$ cat config.mk
export PLATFORM = sky130hd
export DESIGN_NAME = mult_8bit_seq
export DESIGN_NICKNAME = d
export VERILOG_FILES = /design/src/rtl/mult_8bit_seq.sv
export SDC_FILE = /design/constraint.sdc
export NUM_CORES = 1
export LEC_CHECK = 0
export CORE_MARGIN = 5
export CORE_UTILIZATION = 48
export DETAILED_ROUTE_END_ITERATION = 10
export PLACE_DENSITY = 0.76
export SYNTH_ARGS = -nofsm -noshare
export SYNTH_HDL_FRONTEND = slang
export SYNTH_SLANG_ARGS = --single-unit
$ cat constraint.sdc
create_clock -name clk -period 2 [get_ports clk]
set_clock_uncertainty 0.05 [all_clocks]
set_input_delay 0.4 -clock clk [delete_from_list [all_inputs] [get_ports clk]]
set_output_delay 0.4 -clock clk [all_outputs]
set_load 0.02 [all_outputs]
$ cat src/rtl/mult_8bit_seq.sv
// Sequential unsigned 8x8 shift-and-add multiplier with a start/busy/done handshake.
// Each iteration adds M into the accumulator through one adder_8bit, then shifts {C,A,Q} right.

module adder_8bit (
  input  logic [7:0] a,
  input  logic [7:0] b,
  input  logic       cin,
  output logic [7:0] soma,
  output logic       cout,
  output logic       ovf
);
  logic [7:0] w_b;

  // cin=1 turns the stage into a - b (two's complement: invert b, add one)
  assign w_b          = b ^ {8{cin}};
  assign {cout, soma} = {1'b0, a} + {1'b0, w_b} + {8'd0, cin};
  assign ovf          = (a[7] == w_b[7]) && (soma[7] != a[7]);
endmodule

module mult_8bit_seq (
  input  logic        clk,
  input  logic        rst_n,
  input  logic        start,
  input  logic [7:0]  a,
  input  logic [7:0]  b,
  output logic [15:0] product,
  output logic        busy,
  output logic        done
);
  typedef enum logic [1:0] {IDLE, CALC, DONE} state_t;

  state_t      r_state, w_state_nxt;
  logic [7:0]  r_m, r_a, r_q;
  logic        r_c;
  logic [3:0]  r_cnt;
  logic [15:0] r_product;
  logic        r_busy, r_done;

  logic [7:0]  w_m_nxt, w_a_nxt, w_q_nxt;
  logic        w_c_nxt;
  logic [3:0]  w_cnt_nxt;
  logic [15:0] w_product_nxt;
  logic [7:0]  w_soma;
  logic        w_cout;
  logic [8:0]  w_acc;

  adder_8bit u_adder (
    .a    (r_a),
    .b    (r_m),
    .cin  (1'b0),
    .soma (w_soma),
    .cout (w_cout),
    .ovf  ()
  );

  // post-add {C,A}; the shift below drops it one place into {A,Q}
  assign w_acc = r_q[0] ? {w_cout, w_soma} : {1'b0, r_a};

  always_comb begin
    w_state_nxt   = r_state;
    w_m_nxt       = r_m;
    w_a_nxt       = r_a;
    w_q_nxt       = r_q;
    w_c_nxt       = r_c;
    w_cnt_nxt     = r_cnt;
    w_product_nxt = r_product;
    unique case (r_state)
      IDLE: begin
        if (start) begin
          w_m_nxt     = a;
          w_q_nxt     = b;
          w_a_nxt     = 8'd0;
          w_c_nxt     = 1'b0;
          w_cnt_nxt   = 4'd0;
          w_state_nxt = CALC;
        end
      end
      CALC: begin
        w_c_nxt   = 1'b0;
        w_a_nxt   = w_acc[8:1];
        w_q_nxt   = {w_acc[0], r_q[7:1]};
        w_cnt_nxt = r_cnt + 4'd1;
        if (r_cnt == 4'd7) begin
          w_product_nxt = {w_acc, r_q[7:1]};
          w_state_nxt   = DONE;
        end
      end
      DONE:    w_state_nxt = IDLE;
      default: w_state_nxt = IDLE;
    endcase
  end

  always_ff @(posedge clk) begin
    if (!rst_n) begin
      r_state   <= IDLE;
      r_m       <= 8'd0;
      r_a       <= 8'd0;
      r_q       <= 8'd0;
      r_c       <= 1'b0;
      r_cnt     <= 4'd0;
      r_product <= 16'd0;
      r_busy    <= 1'b0;
      r_done    <= 1'b0;
    end else begin
      r_state   <= w_state_nxt;
      r_m       <= w_m_nxt;
      r_a       <= w_a_nxt;
      r_q       <= w_q_nxt;
      r_c       <= w_c_nxt;
      r_cnt     <= w_cnt_nxt;
      r_product <= w_product_nxt;
      r_busy    <= (w_state_nxt != IDLE);
      r_done    <= (w_state_nxt == DONE);
    end
  end

  assign product = r_product;
  assign busy    = r_busy;
  assign done    = r_done;
endmodule
# Yosys cells after proc, flatten, opt, wreduce, memory -nomap -nowiden
# Index checks and enable logic that the tools add are counted.
# totals
output_inout_bits	18
regBits	48
input_bits	19
word_cells	30
# op_classes
n_reduce_logical	6
mux	10
n_addsub	2
eq_ne	4
# op_table
cell	count
$pmux W8 S2	2
$mux W8	2
$add A8 B8 Y9	1
$mux W9	1
$pmux W4 S2	1
$reduce_and A2 Y1	3
$add A4 B1 Y4 const B	1
$eq A4 B3 Y1 const B	1
$mux W2	2
$mux W4	1
$pmux W2 S2	1
$reduce_bool A2 Y1	2
$eq A2 B1 Y1 const B	1
$eq A2 B2 Y1 const B	1
$logic_not A2 Y1	1
$ne A2 B2 Y1 const B	1

# Logic depth before layout (Yosys ltp)
# Gate-level depths: netlist of the first run.
# depth
depth_word	4
depth_mapped	7
mapped_depth_nobuf	7

# Hierarchy
# From an unflattened synthesis of the first run, not the netlist that was laid out.
# hier_totals
cells_unflattened	265
area_unflattened_um2	2567.5
# by_module_without_submodules
mod	instances	cells_each	seq_area_each_um2	area_per_inst_um2
mult_8bit_seq	1	205	960.9	2097.0
adder_8bit	1	60	0.0	470.5

# Worst setup path after synthesis of the first run
# OpenSTA, ideal clock, no wires.
# synth_timing
path_kind	flip-flop to flip-flop
startpoint	reg r_m[0]
endpoint	reg r_a[5]
setup_time_ns	0.121
slack_ns	0.117
t_required_ns	1.829
path_buffers	0
period_less_slack_ns	1.883
path_stages_with_launch	8
arrival_time_ns	1.712
path_cell_list	dfxtp_1 > ha_1 > fa_1 > a211oi_1 > o31ai_1 > xor2_1 > mux2i_1 > o21ai_1
# synth_between
elab_chain_len	3
# synth_lines
item	line	rtl
start: declaration	33	logic [7:0] r_m, r_a, r_q;
start signal: assignment	106	r_m <= w_m_nxt;
$add A8 B8 Y9	16	assign {cout, soma} = {1'b0, a} + {1'b0, w_b} + {8'd0, cin};
$mux W9	57	assign w_acc = r_q[0] ? {w_cout, w_soma} : {1'b0, r_a};
$pmux W8 S2	67	unique case (r_state)
end signal: assignment	107	r_a <= w_a_nxt;
end: declaration	33	
# Every way passes these cells.
# A chain may end at the register's enable or synchronous reset.

# Worst setup path in the final report of the first run
# layout_timing
startpoint	reg r_m[1]
endpoint	reg r_a[6]
# Same word-level chain as after synthesis.

==> metrics.txt, run 1 <==
R2R depth 6; RR Startpoint r_m[1]; pwr dens approximately 620 nW/µm²; Netlist cell types 42; IO Port Bufs 36; nets@finish 323; CP arrival 2.10 ns; post-synth top area share 0.417; top post-synthesis cells by count dfxtp_1, nand2_1, nor2b_1; number of global-route vias before repair 1,820; area grow syn2layout 26.4%; largest cells by area after synthesis dfxtp_1, nor2b_1, mux2i_1, nand2_1, ha_1; share of the yosys chip area belonging to registers 0.417; async set-reset flop share out of synthesis 0; hold path start product[9]; number of flops mapped to enable cells by yosys 0; critical path startpoint category flip-flop; vias per inst about 5.6; endpoints failing setup 0; worst skew pair latency ~0.30 ns; sequential fraction of design power 0.559; fin. max-slew vios 0; layout cells sized above 1 0.139; DRT Pass-1 Iters 4; Final Cell Area slightly below 3000 µm²; die footprint approximately 6300 µm²; Max Fclk 512 MHz; worst-margin pin slew roughly 0.51 ns; critical path peak fanout 3; Die Wd around 79 µm; pin count of the biggest net entering global routing 33; Initial Util 0.491; Hold Path Sink product[9]; cells after synthesis 254; Final min period 1.95 ns; VDD IR max 0.395 mV; core area 4690 µm²; clock transition at the registers of the reported paths roughly 0.09 ns; I/O pins 37; Initial DRC Count 134; H-tree depth 2; syn avg cell area slightly above 9 µm²; Comb pwr share 0.130; CTS tree built; antenna-violating nets left 0; P_sw between 400 and 500 µW; hold-critical path depth 2; antenna violations before repair 0; Post-Route WL around 5200 µm; Int Pwr about 1.4 mW; Critical Path Start r_m[1]; TritonCTS buffer count 5; Largest stage delay, worst path approximately 0.36 ns; most frequent cell after synthesis dfxtp_1; CTS Buffer Depth 2; CTS Sinks 48; Placed Instance Area 2780 µm²; Vias 1,952; maxcap violations 0; Avg WL per Cell 15.0 µm; Worst Setup End Kind flip-flop; unrepaired setup endpoints after global routing yes; Fin. Hold Viols 0; R2R Path End r_a[6]; Core Util, Final 0.620; syn_nets about 280; Tcrit/Tclk final 0.977; gpl congestion just under 0.9; Sw Ratio 0.256; largest area contributor in the synthesized netlist dfxtp_1; critical path's slowest cell a221oi_4; grt ovf 0; root buf cell clkbuf_8; register bit total from synthesis 48; cell area after synthesis between 2000 and 2500 µm²; DP Wirelength 3750 µm; Total GRT Usage 0.174; max_slew headroom 0.662; Top FF cell, synth dfxtp_1; Worst Path Required between 2 and 2.5 ns; YS warnings 0; outcome finished, final reports clean; die height about 79 µm; worst reg2reg setup slack 0.05 ns; Hold WC Path Type reg2reg; critical path class reg2reg; Residual DRC 0; first-pass GRT wire length between 8000 and 9000 µm; standby leakage power ~1.1 nW; worst path cell trace ha_1 > a211o_1 > a221oi_4 > a31oi_2 > a221oi_2 > nor3b_1; Site Rows 25; clock power share 0.311; antenna cells 0
[worst max-delay path by stage]
stage               slack [ns]           to  cells past startpoint
floorplan                 0.12       r_a[5]                      7
global placement          0.02  product[13]                      7
detailed placement      -0.008  product[13]                      7
CTS                       0.03       r_a[6]                      6
global route             -0.04       r_a[6]                      6
finish                    0.05       r_a[6]                      6
[registers in the layout, indices dropped and copies added, names as in the netlist]
| signal | flops |
|---|---|
| r_m | 8 |
| r_a | 8 |
| r_state | 2 |
| done | 1 |
| r_cnt | 4 |
| r_q | 8 |
| product | 16 |
| busy | 1 |
[critical path, delay by kind of cell, from the launching register on]
kind	cells	cell delay, ns
AOI/OAI and AO/OA	4	1.10
adders and majority gates	1	0.28
DFF	1	0.34
and+or+nand+nor	1	0.07
[stage by stage]
step / setup TNS [ns] / power [mW] / worst slack (ns) / hold slack [ns] / cells
after floorplan: 0 / 1.18 / 0.117 / 0.399 / 254
after global routing: -0.0804 / 1.90 / -0.0408 / 0.428 / 348
final: 0 / 1.82 / 0.0456 / 0.402 / 348
after CTS: 0 / 1.83 / 0.0348 / 0.405 / 348
after detailed placement: -0.00901 / 1.27 / -0.00812 / 0.395 / 341
after global placement: 0 / 1.27 / 0.0198 / 0.391 / 341
[power by group through the flow]
stage	Sequential [mW]	Combinational [mW]	Clock [mW]
finish	1.02	0.237	0.566
global route	1.02	0.259	0.622
CTS	1.02	0.235	0.578
detailed placement	1.04	0.233	0
global placement	1.04	0.228	0
floorplan	1.03	0.148	0
[per-layer routing]
layer,share of wire,track usage,up-vias
li1,-,-,975
met1,0.46,0.227,934
met2,0.49,0.277,35
met3,0.041,0.0476,8
met4,0.014,0.0601,0
met5,0,0,-
[logic make-up after synthesis]
group | share of synthesized area
DFF | 0.417
AOI/OAI and AO/OA | 0.226
and+or+nand+nor | 0.196
xor gates and xnor gates | 0.0114
adders and majority gates | 0.0576
muxes | 0.0522
buffers and inverters | 0.0402
[cells in the final DEF, fill, tap and decap left out, types with 2 or more instances in the layout]
cell	count
a211o_1	2
a21boi_0	11
a21boi_1	4
a21oi_1	19
a221oi_2	2
a22oi_1	2
and3_1	2
and3b_1	2
buf_12	2
buf_4	12
clkbuf_8	5
clkdlybuf4s50_1	36
dfxtp_1	46
dfxtp_2	2
ha_1	9
inv_1	4
mux2i_1	12
nand2_1	31
nand3_1	4
nor2_1	13
nor2b_1	21
nor3b_1	5
o211a_1	3
o211ai_1	3
o21a_1	2
o21ai_0	6
o21ai_1	4
o221a_2	7
or2_2	3
or3_1	2
[cell type report]
| type | count | area [µm²] |
|---|---|---|
| clock buffer | 5 | 68.8 |
| clock inverter | 2 | 12.5 |
| fill | 429 | 1780 |
| inverter | 4 | 15.0 |
| multi-input combinational | 185 | 1290 |
| sequential | 48 | 963 |
| tap | 54 | 67.6 |
| timing repair buffer | 50 | 490 |
[what timing repair did]
item,CTS,global route
pin swaps,0,2
gates resized for setup,2,7
setup endpoints to repair,3,4
hold buffers,0,0
buffers inserted,0,0
No activity file was read; power rests on OpenSTA's default activity.
==> run 2, diff against run 1 <==
Settings changed: SETUP_SLACK_MARGIN set to 0.5.
==> run 2 against run 1 <==
Count of clock-buffer cells in the layout up 1. Critical path type unchanged. Die area is the same. Largest power group unchanged. Setup slack gained 0.082 ns. Via count rose by 4.6%. Non-clock buffer count rose by 13. Critical endpoint is now r_a[4]. First-iteration DRC count fell by 27%. Cell count up 4.0%.
==> metrics.txt, run 2 (synthesis gave the netlist of run 1 again) <==
outcome finished, final reports clean (unchanged); Tcrit/Tclk final 0.936 (was 0.977); Int Pwr 1.42 mW (was 1.35 mW); max_slew headroom 0.780 (was 0.662); post-route setup slack 0.127 ns (was 0.0456 ns); area grow syn2layout 37.2% (was 26.4%); DP Wirelength 3710 µm (was 3750 µm); die footprint 6280 µm² (unchanged); core area 4690 µm² (unchanged); TNS Setup 0 ns (unchanged); CTS tree built (unchanged); clock transition at the registers of the reported paths 0.09 ns (about the same); die height 79.3 µm (unchanged); Total GRT Usage 0.181 (was 0.174); antenna-violating nets left 0 (unchanged); maxcap violations 0 (unchanged); sequential fraction of design power 0.529 (was 0.559); critical path class reg2reg (unchanged); dpl ws 0.0964 ns (was -0.00812 ns); antenna violations before repair 0 (unchanged); IO Port Bufs 36 (unchanged); worst skew pair latency 0.31 ns (was 0.30 ns); unrepaired setup endpoints after global routing yes (unchanged); clock power share 0.323 (was 0.311); Fin. Hold Viols 0 (unchanged); Largest stage delay, worst path 0.37 ns (was 0.36 ns); pwr dens 607 nW/µm² (was 625 nW/µm²); antenna cells 0 (unchanged); critical path peak fanout 3 (unchanged); vias per inst 5.64 (was 5.61); Max Fclk 534 MHz (was 512 MHz); fin. max-slew vios 0 (unchanged); Worst Path Required 2.14 ns (was 2.15 ns); nets@finish 336 (was 323); CTS Buffer Depth 2 (unchanged); VDD IR max 0.335 mV (was 0.395 mV); Post-Route WL 5520 µm (was 5230 µm); Comb pwr share 0.148 (was 0.130); Hold WC Path Type reg2reg (unchanged); Site Rows 25 (unchanged); most frequent cells in the layout dfxtp_1, nand2_1, buf_4, nor2b_1, dlygate4sd2_1 (was dfxtp_1, clkdlybuf4s50_1, nand2_1, nor2b_1, a21oi_1); critical path startpoint category flip-flop (unchanged); layout cells sized above 1 0.263 (was 0.139); worst path cell trace ha_4 > a211o_1 > a221oi_4 > xnor2_2 > a221oi_2 > nor3b_1 (was ha_1 > a211o_1 > a221oi_4 > a31oi_2 > a221oi_2 > nor3b_1); DRT Pass-1 Iters 4 (unchanged); Vias 2,041 (was 1,952); critical path's slowest cell a221oi_4 (unchanged); Worst Setup End Kind flip-flop (unchanged); Avg WL per Cell 15.3 µm (was 15.0 µm); Initial DRC Count 98 (was 134); Initial Util 0.491 (unchanged); root buf cell clkbuf_8 (unchanged); Residual DRC 0 (unchanged); P_sw 495 µW (was 465 µW); CTS Sinks 48 (unchanged); H-tree depth 2 (unchanged); commonest non-fill, non-tap cell in the layout dfxtp_1 (unchanged); pin count of the biggest net entering global routing 50 (was 33); CP arrival 2.02 ns (was 2.10 ns); Sw Ratio 0.258 (was 0.256); TritonCTS buffer count 5 (unchanged); number of global-route vias before repair 1,964 (was 1,820); endpoints failing setup 0 (unchanged); grt ovf 0 (unchanged); worst-margin pin slew 0.330 ns (was 0.506 ns); gpl congestion 0.865 (was 0.867); number of flip-flops in the largest register 16 (unchanged); Final min period 1.87 ns (was 1.95 ns); Die Wd 79.3 µm (unchanged); standby leakage power 1.33 nW (was 1.14 nW); I/O pins 37 (unchanged); first-pass GRT wire length 8960 µm (was 8580 µm)
[run 2: layer usage]
layer	GRT usage	vias up	wire, µm
met3	0.0317	11	187
met2	0.290	45	2630
met5	0	-	0
met1	0.237	972	2600
li1	-	1013	-
met4	0.0825	0	102
[run 2: area by class of cell]
class	count	area (µm²)
well taps	54	67.6
clock inverters	2	15.0
flip-flops and latches	48	976
repair buffers	63	577
clock buffers	6	82.6
inverters	4	15.0
fillers	379	1530
multi-input cells	185	1430
[run 2: final timing paths]
kind | slack, ns | end | startpoint | cells past startpoint
setup / recovery | 0.13 | r_a[4] | r_a[1] | 6
hold / removal | 0.40 | product[1] | product[1] | 2
setup reg to reg | 0.13 | r_a[4] | r_a[1] | 6
hold reg to reg | 0.40 | product[1] | product[1] | 2
[run 2: power by group through the flow]
| stage | Sequential [mW] | Combinational [mW] | Clock (mW) |
|---|---|---|---|
| detailed placement | 1.03 | 0.237 | 0 |
| floorplan | 1.03 | 0.150 | 0 |
| CTS | 1.01 | 0.253 | 0.629 |
| global placement | 1.03 | 0.234 | 0 |
| global route | 1.02 | 0.309 | 0.678 |
| finish | 1.01 | 0.284 | 0.619 |
[run 2: what timing repair did]
action	in CTS	in global routing
endpoints found under the setup margin	49	37
gates cloned	0	1
buffers inserted	2	9
hold buffers	0	0
pin swaps	8	12
gates resized for setup	30	32
[run 2: critical path, delay by kind of cell (launching register included)]
kind | cells | cell delay [ns]
AOI/OAI and AO/OA | 3 | 0.91
adders and majority gates | 1 | 0.22
and+or+nand+nor | 1 | 0.08
xor gates and xnor gates | 1 | 0.13
DFF | 1 | 0.36
[run 2: through the flow]
| step | instance area (µm²) | utilization | instances | total power [mW] | hold WS, ns |
|---|---|---|---|---|---|
| floorplan | 2340 | - | 254 | 1.18 | 0.397 |
| global placement | 2810 | 0.599 | 342 | 1.27 | 0.393 |
| detailed placement | 2810 | 0.599 | 342 | 1.27 | 0.405 |
| CTS | 2970 | 0.633 | 352 | 1.89 | 0.415 |
| global route | 3160 | 0.673 | 362 | 2.00 | 0.441 |
| finish | 3160 | 0.673 | 362 | 1.92 | 0.402 |
==> run 3, diff against run 2 <==
Settings changed: REMOVE_ABC_BUFFERS set to 1, SETUP_SLACK_MARGIN 0.5 to 0.3.
==> run 3 against run 2 <==
First-iteration DRC count grew 16%. Count of clock-buffer cells in the layout grew 1. Global-route usage shrank 0.76 points. Register-to-register slack lost 0.08 ns. Maximum frequency shrank 4.0%.
==> metrics.txt, run 3 (synthesis gave the netlist of run 1 again) <==
number of flip-flops in the largest register 16 (unchanged); Hold WC Path Type reg2reg (unchanged); clock transition at the registers of the reported paths 0.09 ns (about the same); critical path peak fanout 3 (unchanged); Vias 1,932 (was 2,041); Worst Setup End Kind flip-flop (unchanged); pin count of the biggest net entering global routing 50 (unchanged); post-route setup slack 0.0494 ns (was 0.127 ns); IO Port Bufs 36 (unchanged); Die Wd 79.3 µm (unchanged); pwr dens 628 nW/µm² (was 607 nW/µm²); CP arrival 2.10 ns (was 2.02 ns); Initial Util 0.491 (unchanged); dpl ws -0.0816 ns (was 0.0964 ns); Site Rows 25 (unchanged); standby leakage power 1.33 nW (about the same); layout cells sized above 1 0.177 (was 0.263); most frequent cells in the layout dfxtp_1, nand2_1, nor2b_1, a21oi_1, clkdlybuf4s50_1 (was dfxtp_1, nand2_1, buf_4, nor2b_1, dlygate4sd2_1); Initial DRC Count 114 (was 98); DRT Pass-1 Iters 4 (unchanged); commonest non-fill, non-tap cell in the layout dfxtp_1 (unchanged); H-tree depth 2 (unchanged); root buf cell clkbuf_8 (unchanged); Crit path buffers/inverters 0 (unchanged); antenna-violating nets left 0 (unchanged); Hold Slack 0.406 ns (was 0.402 ns); area grow syn2layout 30.8% (was 37.2%); DP Wirelength 3450 µm (was 3710 µm); Residual DRC 0 (unchanged); Fin. Hold Viols 0 (unchanged); first-pass GRT wire length 8600 µm (was 8960 µm); critical path startpoint category flip-flop (unchanged); die height 79.3 µm (unchanged); CTS tree built (unchanged); critical path class reg2reg (unchanged); TritonCTS buffer count 5 (unchanged); gpl congestion 0.812 (was 0.865); unrepaired setup endpoints after global routing yes (unchanged); critical path's slowest cell fa_2 (was a221oi_4); Worst Path Required 2.15 ns (was 2.14 ns); I/O pins 37 (unchanged); CTS Buffer Depth 2 (unchanged); Post-Route WL 5280 µm (was 5520 µm); worst path cell trace ha_4 > fa_2 > a211oi_4 > o31ai_4 > xor2_1 > mux2i_1 > a21oi_1 (was ha_4 > a211o_1 > a221oi_4 > xnor2_2 > a221oi_2 > nor3b_1); Final Power 1.89 mW (was 1.92 mW); die footprint 6280 µm² (unchanged); Tcrit/Tclk final 0.975 (was 0.936); Largest stage delay, worst path 0.38 ns (was 0.37 ns); Avg WL per Cell 15.2 µm (was 15.3 µm); Largest delay share family, worst path adder cells (was compound AO/OA/AOI/OAI gates); Max Fclk 513 MHz (was 534 MHz); maxcap violations 0 (unchanged); worst-margin pin slew 0.387 ns (was 0.330 ns); Final min period 1.95 ns (was 1.87 ns); max_slew headroom 0.741 (was 0.780); vias per inst 5.55 (was 5.64); nets@finish 323 (was 336); grt ovf 0 (unchanged); fin. max-slew vios 0 (unchanged); CTS Sinks 48 (unchanged); outcome finished, final reports clean (unchanged); hold_buf cts 0 (unchanged); VDD IR max 0.298 mV (was 0.335 mV); worst skew pair latency 0.30 ns (was 0.31 ns); # fillers 384 (was 379); core area 4690 µm² (unchanged); antenna cells 0 (unchanged); Total GRT Usage 0.173 (was 0.181); endpoints failing setup 0 (unchanged); TNS Setup 0 ns (unchanged); antenna violations before repair 0 (unchanged); number of global-route vias before repair 1,832 (was 1,964)
run 3: changes by cell type in the layout (fill, tap and decap cells not counted), moves of 3 or more:
cell / delta
a21oi_1: +4
a21oi_2: -4
buf_4: -8
a21boi_0: +3
dfxtp_1: +3
dlymetal6s2s_1: +6
dlygate4sd2_1: -8
buf_6: -3
run 3: what timing repair did:
item,CTS,global route
resized for setup,26,19
endpoints found under the hold margin,0,0
setup buffers,1,0
setup endpoints to repair,21,22
pin swaps,15,10
run 3: metal layers:
layer | part of all wire | global-route usage
met5 | 0 | 0
met4 | 0.013 | 0.0636
met3 | 0.033 | 0.0385
met2 | 0.49 | 0.274
met1 | 0.47 | 0.231
run 3: final cells by class:
cell class              instances  area (µm²)  share of cell area
multi-input cells             185        1380               0.458
flip-flops and latches         48         970               0.322
repair buffers                 50         483               0.160
clock buffers                   7        96.3              0.0320
well taps                      54        67.6              0.0224
inverters                       4        15.0             0.00499
run 3: stage by stage:
step           cells  area [µm²]  utilization
6_report         348        3010        0.642
5_1_grt          348        3010        0.642
3_3_place_gp     340        2760        0.589
3_5_place_dp     340        2760        0.589
2_1_floorplan    237        2220            -
4_1_cts          348        2940        0.626
run 3: power breakdown:
group,switching [mW],internal (mW),total [mW]
logic,0.111,0.130,0.241
registers,0.0317,0.987,1.02
clock network,0.324,0.308,0.633
run 3: tightest hold or removal path, delay by kind of cell (launching register included):
kind	cells	cell delay [ns]
AOI/OAI and AO/OA	1	0.05
and+or+nand+nor	1	0.05
DFF	1	0.32
run 3: worst paths after layout:
path	start	to	slack [ns]	cells after the start
hold / removal	product[15]	product[15]	0.41	2
setup reg to reg	r_a[0]	product[13]	0.05	7
setup / recovery	r_a[0]	product[13]	0.05	7
hold reg to reg	product[15]	product[15]	0.41	2
